===== config.mk =====
export PLATFORM = sky130hd
export DESIGN_NAME = tdm_tx_flat
export DESIGN_NICKNAME = d
export VERILOG_FILES = /design/src/rtl/tdm_tx_pkg.sv /design/src/rtl/tdm_tx_if.sv /design/src/rtl/tdm_tx.sv /design/src/flat_wrapper.sv
export SDC_FILE = /design/constraint.sdc
export NUM_CORES = 1
export LEC_CHECK = 0
export ABC_AREA = 1
export CAP_MARGIN = 20
export CORE_AREA = 2 2 90 92
export DETAILED_ROUTE_END_ITERATION = 10
export DIE_AREA = 0 0 92 94
export HOLD_SLACK_MARGIN = 0.1
export PLACE_DENSITY = 0.79
export SLEW_MARGIN = 20
export SYNTH_ARGS = -nofsm -noshare
export SYNTH_HDL_FRONTEND = slang
export SYNTH_SLANG_ARGS = --single-unit

===== constraint.sdc =====
create_clock -name clk_256fs -period 2.74 [get_ports clk_256fs]
set_clock_uncertainty 0.15 [all_clocks]
set_input_delay 0.685 -clock clk_256fs [delete_from_list [all_inputs] [get_ports clk_256fs]]
set_output_delay 0.685 -clock clk_256fs [all_outputs]
set_load 0.005 [all_outputs]

===== src/rtl/tdm_tx_pkg.sv =====
// tdm_tx_pkg -- shared constants and state encoding for the TDM transmitter.
//   N_CH         channels per frame (the design supports exactly 4)
//   SLOT_BITS    BICK periods per channel slot
//   FRAME_PHASES clk_256fs cycles per frame
//   state_t      IDLE / RUN
package tdm_tx_pkg;

    localparam int N_CH         = 4;
    localparam int SLOT_BITS    = 32;
    localparam int FRAME_PHASES = 256;

    typedef enum logic {
        IDLE = 1'b0,
        RUN  = 1'b1
    } state_t;

endpackage


===== src/rtl/tdm_tx_if.sv =====
// tdm_tx_if -- sample producer <-> TDM transmitter handshake.
//   en            producer requests frames
//   mute          load zeros instead of samples at the latch
//   sample0..3    signed channel samples, stable across the latch cycle
//   sample_latch  transmitter pulse: samples are captured at the end of it
// Modports: master = sample producer, slave = transmitter.
interface tdm_tx_if #(
    parameter int W = 16
);

    logic         en;
    logic         mute;
    logic [W-1:0] sample0;
    logic [W-1:0] sample1;
    logic [W-1:0] sample2;
    logic [W-1:0] sample3;
    logic         sample_latch;

    modport master (
        output en, mute, sample0, sample1, sample2, sample3,
        input  sample_latch
    );

    modport slave (
        input  en, mute, sample0, sample1, sample2, sample3,
        output sample_latch
    );

endinterface


===== src/rtl/tdm_tx.sv =====
// tdm_tx -- 4-channel TDM serializer, I2S-style (data delayed one BICK).
// Ports:
//   clk_256fs  sole clock, 256 x fs
//   rst        synchronous active-high reset
//   src        tdm_tx_if.slave: en, mute, sample0..3 in; sample_latch out
//   bick       bit clock = phase[0]
//   lrck       frame sync, high for the first 32 BICKs of a frame
//   sdout      serial data, MSB first, slot = 32 BICKs, W data bits
//   phase      frame phase 0..255
//   running    high while in RUN
// bick/lrck/sdout/phase are all registered from the same next-phase value,
// so they stay aligned within a cycle.
module tdm_tx #(
    parameter int W    = 16,
    parameter int N_CH = 4
) (
    input  logic        clk_256fs,
    input  logic        rst,
    tdm_tx_if.slave     src,
    output logic        bick,
    output logic        lrck,
    output logic        sdout,
    output logic [7:0]  phase,
    output logic        running
);

    import tdm_tx_pkg::*;

    state_t                   state;
    logic [N_CH-1:0][W-1:0]   shadow;

    logic                     last_phase;
    logic                     latch;
    logic                     run_nxt;
    logic [7:0]               phase_nxt;
    logic [6:0]               b_nxt;
    logic [6:0]               p_nxt;
    logic [1:0]               slot;
    logic [4:0]               bit_idx;
    logic [W-1:0]             shifted;
    logic                     bick_nxt;
    logic                     lrck_nxt;
    logic                     sdout_nxt;

    assign last_phase = (phase == 8'(FRAME_PHASES - 1));

    // Latch request: any en cycle while idle, or the frame's last cycle in RUN.
    always_comb begin
        latch = 1'b0;
        if (!rst) begin
            case (state)
                IDLE:    latch = src.en;
                RUN:     latch = src.en && last_phase;
                default: latch = 1'b0;
            endcase
        end
    end

    assign src.sample_latch = latch;
    assign running          = (state == RUN);

    // Next-cycle frame position; outputs are precomputed from it so they are
    // registered yet aligned with the phase register.
    always_comb begin
        run_nxt   = (state == RUN) ? (!last_phase || latch) : latch;
        phase_nxt = (state == RUN) ? phase + 8'd1 : 8'd0;
        b_nxt     = phase_nxt[7:1];
        p_nxt     = b_nxt - 7'd1;          // one-BICK delay, wraps 0 -> 127
        slot      = p_nxt[6:5];
        bit_idx   = p_nxt[4:0];
        // Shifting the bit of interest into the MSB makes bit_idx >= W fall
        // off the end, which yields the zero slot padding for free.
        shifted   = shadow[slot] << bit_idx;
        bick_nxt  = run_nxt && phase_nxt[0];
        lrck_nxt  = run_nxt && (b_nxt < 7'(SLOT_BITS));
        sdout_nxt = run_nxt && (b_nxt != 7'd0) && shifted[W-1];
    end

    always_ff @(posedge clk_256fs) begin
        if (rst) begin
            state  <= IDLE;
            phase  <= 8'd0;
            bick   <= 1'b0;
            lrck   <= 1'b0;
            sdout  <= 1'b0;
            shadow <= '0;
        end else begin
            state <= run_nxt ? RUN : IDLE;
            phase <= run_nxt ? phase_nxt : 8'd0;
            bick  <= bick_nxt;
            lrck  <= lrck_nxt;
            sdout <= sdout_nxt;
            if (latch) begin
                shadow <= src.mute ? '0
                        : {src.sample3, src.sample2, src.sample1, src.sample0};
            end
        end
    end

endmodule


===== src/flat_wrapper.sv =====
// flat-port wrapper written by rule: the top's interface ports become plain ports
module tdm_tx_flat import tdm_tx_pkg::*;
#(
    parameter int W    = 16,
    parameter int N_CH = 4
)
  (clk_256fs, rst, bick, lrck, sdout, phase, running, src_en, src_mute, src_sample0, src_sample1, src_sample2, src_sample3, src_sample_latch);
  tdm_tx_if #(.W(W)) src_i ();
  input  logic clk_256fs;
  input  logic rst;
  output logic bick;
  output logic lrck;
  output logic sdout;
  output logic [7:0] phase;
  output logic running;
  input wire logic [$bits(src_i.en)-1:0] src_en;
  input wire logic [$bits(src_i.mute)-1:0] src_mute;
  input wire logic [$bits(src_i.sample0)-1:0] src_sample0;
  input wire logic [$bits(src_i.sample1)-1:0] src_sample1;
  input wire logic [$bits(src_i.sample2)-1:0] src_sample2;
  input wire logic [$bits(src_i.sample3)-1:0] src_sample3;
  output wire logic [$bits(src_i.sample_latch)-1:0] src_sample_latch;
  assign src_i.en = src_en;
  assign src_i.mute = src_mute;
  assign src_i.sample0 = src_sample0;
  assign src_i.sample1 = src_sample1;
  assign src_i.sample2 = src_sample2;
  assign src_i.sample3 = src_sample3;
  assign src_sample_latch = src_i.sample_latch;
  tdm_tx #(.W(W), .N_CH(N_CH)) u_core (.clk_256fs(clk_256fs), .rst(rst), .src(src_i), .bick(bick), .lrck(lrck), .sdout(sdout), .phase(phase), .running(running));
endmodule

==> flow_summary.yaml <==
grt:
  globalRouteTotalUtil: 0.227
  antenna_found_initial: 0
  grt_max_degree: 65
  first_global_vias: 3491
  grt_first_pass_wirelength_mm: 15.6
  grt-ovfl-total: 0
yosys:
  syn_area_per_cell_um2: 7.18
  yosys.area_share.adder: 0.00981
  synth_top_area_cell: "dfxtp_1"
  synth.distinct_cells: 28
  synth.area.top_cells: "dfxtp_1, nand3_1, nand2_1, inv_1, buf_6"
  syn_area_um2: 3830
  ys_ff_latch: 76
  synth-async-reset-ratio: 0
  synthCells: 533
  ys_seq_area_frac: 0.398
  ys_warn_count: 0
  ys.flop_type: "dfxtp_1"
  syn-num-nets: 604
  synth-compound-area-share: 0.0317
  synth_top_family_by_area: "simple AND/OR/NAND/NOR gates"
  synth-simple-area-share: 0.476
  synth_edf_count: 0
  muxShareOfSynthArea: 0
  synth-xor-area-share: 0.00458
  synth_top_area_frac: 0.398
die:
  dieArea_um2: 8650
  io-pin-count: 81
  core-area_um2: 7610
  rows: 32
  die_w_um: 92
  fp.dieH_um: 94
  initial_core_util: 0.503
worst_setup_path:
  crit_fanout: 3
  cp_slowest_cell: "dfxtp_1"
  crit_path_end_kind: "primary output"
  slowest_delay_ns: 0.35
  crit_chain: "ha_2, nand2_2, nor2_4, nand3_2, o21ai_2, nand2_2, nor2_4, clkbuf_2"
  worstPathArrival_ns: 1.74
  startpoint_type: "flop"
  critPathKind: "flop to primary output"
  cp.required_ns: 1.90
routing:
  wire_per_inst_um: 13.4
  drc: 0
  ant_nets: 0
  wl_mm: 9.51
  dr_total_vias: 3754
  routed_via_density: 5.27
  first_iter_violations: 226
  firstDrtPassIters: 5
clock_network:
  clock_latency_ns: 0.35
  clock-root-buffer: "clkbuf_8"
  cts_tree: "done"
  cts.reportedPaths.clkPinSlew_ns: 0.08
  clk_path_buf_depth: 2
  clock-sinks: 76
  cts-htree-levels: 3
  cts_buffers: 9
layout:
  antenna_cells: 0
  multi_input_comb_area_um2: 2020
  drive_gt1_frac: 0.128
  nets: 676
  regArea_um2: 1520
  fillers: 683
  areaGrowthSynthToFinish_pct: 28.4
sta:
  hold_ws_ns: 0.320
  tightest_slew_ns: 0.570
  min_period_ns: 2.58
  post-route-period-util: 0.940
  fmax_ghz: 0.388
  max-slew-margin-rel: 0.620
  setup_viol: 0
  worst_slack_ns: 0.164
  slew_violations: 0
  hold_viol: 0
placed_design:
  finalWeightedCongestion: 0.932
  port_buffers: 80
  dp_slack_ns: -0.0500
  dp_hpwl_mm: 6.91
power_and_ir_drop:
  vdd_drop_max_uv: 378
  powerDensity_nw_per_um2: 462
  leakagePower_nw: 2.19
flow_run:
  maxCapViolations: 0
min_path:
  hp-class: "flop to flop"
status:
  status: "finished, final reports clean"
==> routing by layer <==
metal / vias up / global-route usage / share of wire
met5: - / 0 / 0
met4: 0 / 0.0697 / 0.018
met3: 19 / 0.0546 / 0.055
met2: 114 / 0.403 / 0.51
met1: 1706 / 0.273 / 0.42
li1: 1915 / - / -
==> cells by family (layout without fill, tap and decap cells) <==
kind of cell | count (synthesis) | count (layout)
AO/OA/AOI/OAI | 17 | 17
XOR/XNOR | 2 | 2
adder cells (fa/ha/maj) | 3 | 3
buffers and inverters | 65 | 142
flip-flops | 76 | 76
AND/OR/NAND/NOR | 370 | 370
==> power breakdown <==
group	total [mW]	switching (mW)	internal (mW)	leakage, nW
registers	1.17	0.0220	1.14	0.618
logic	0.307	0.152	0.155	1.48
clock network	0.800	0.422	0.378	0.0876
==> flip-flops by register name, summed over array words and instances, names as in the netlist <==
name	cells
u_core.sdout	1
u_core.phase	8
u_core.bick	1
u_core.running	1
u_core.lrck	1
u_core.shadow	64
==> cell type report <==
class,count,area share
Tap cell,102,0.0260
Sequential cell,76,0.310
Clock buffer,11,0.0308
Inverter,30,0.0232
Clock inverter,5,0.00738
Timing Repair Buffer,96,0.191
Multi-Input combinational cell,392,0.412
==> per-stage QoR <==
step	setup TNS [ns]	total power [mW]	area [um^2]	utilization	std cells
final	0	2.27	4910	0.646	712
after global routing	-0.0168	2.36	4910	0.646	712
after CTS	0	2.28	4900	0.644	710
after detailed placement	-0.0500	1.49	4690	0.617	693
after global placement	-0.0500	1.48	4690	0.617	693
after floorplan	0	1.34	3830	-	533
==> cells in the mapped netlist, drive strengths merged (2+ instances only) <==
cell type and number:
nor3 2, ha 3, nand4 2, inv 29, o21ai 6, buf 18
nand3 193, o31ai 6, nand2 150, nor2 23, clkbuf 17, o211ai 2
dfxtp 76, xor2 2, a21oi 2
==> worst max-delay path: cells and delay by family (launching register included) <==
kind	cells	cell delay (ns)
buffers and inverters	1	0.13
AO/OA/AOI/OAI	1	0.16
AND/OR/NAND/NOR	5	0.54
adder cells (fa/ha/maj)	1	0.20
flip-flops	1	0.35
==> what timing repair did <==
item | 4_1_cts | 5_1_grt
resized for setup | 6 | 3
hold buffers | 0 | 0
endpoints found under the setup margin | 1 | 2
pin swaps | 1 | 2
setup buffers | 1 | 2
==> final timing paths <==
check / start / cells after the start / end / slack [ns]
setup reg to reg: u_core.phase[1] / 17 / u_core.sdout / 0.19
hold reg to reg: u_core.shadow[19] / 2 / u_core.shadow[19] / 0.32
hold / removal: u_core.shadow[19] / 2 / u_core.shadow[19] / 0.32
setup / recovery: u_core.phase[1] / 8 / src_sample_latch / 0.16
==> placed cells by master, fill, tap and decap left out, drive strengths merged, types with 3 or more instances in the layout <==
master and n:
inv 29, nand2 150, nand3 193, clkbuf 12, clkdlybuf4s50 79, o21ai 6
nor2 23, o31ai 6, buf 16, dfxtp 76, clkinv 3, ha 3
clkinvlp 3
(Power assumes the default switching activity.)
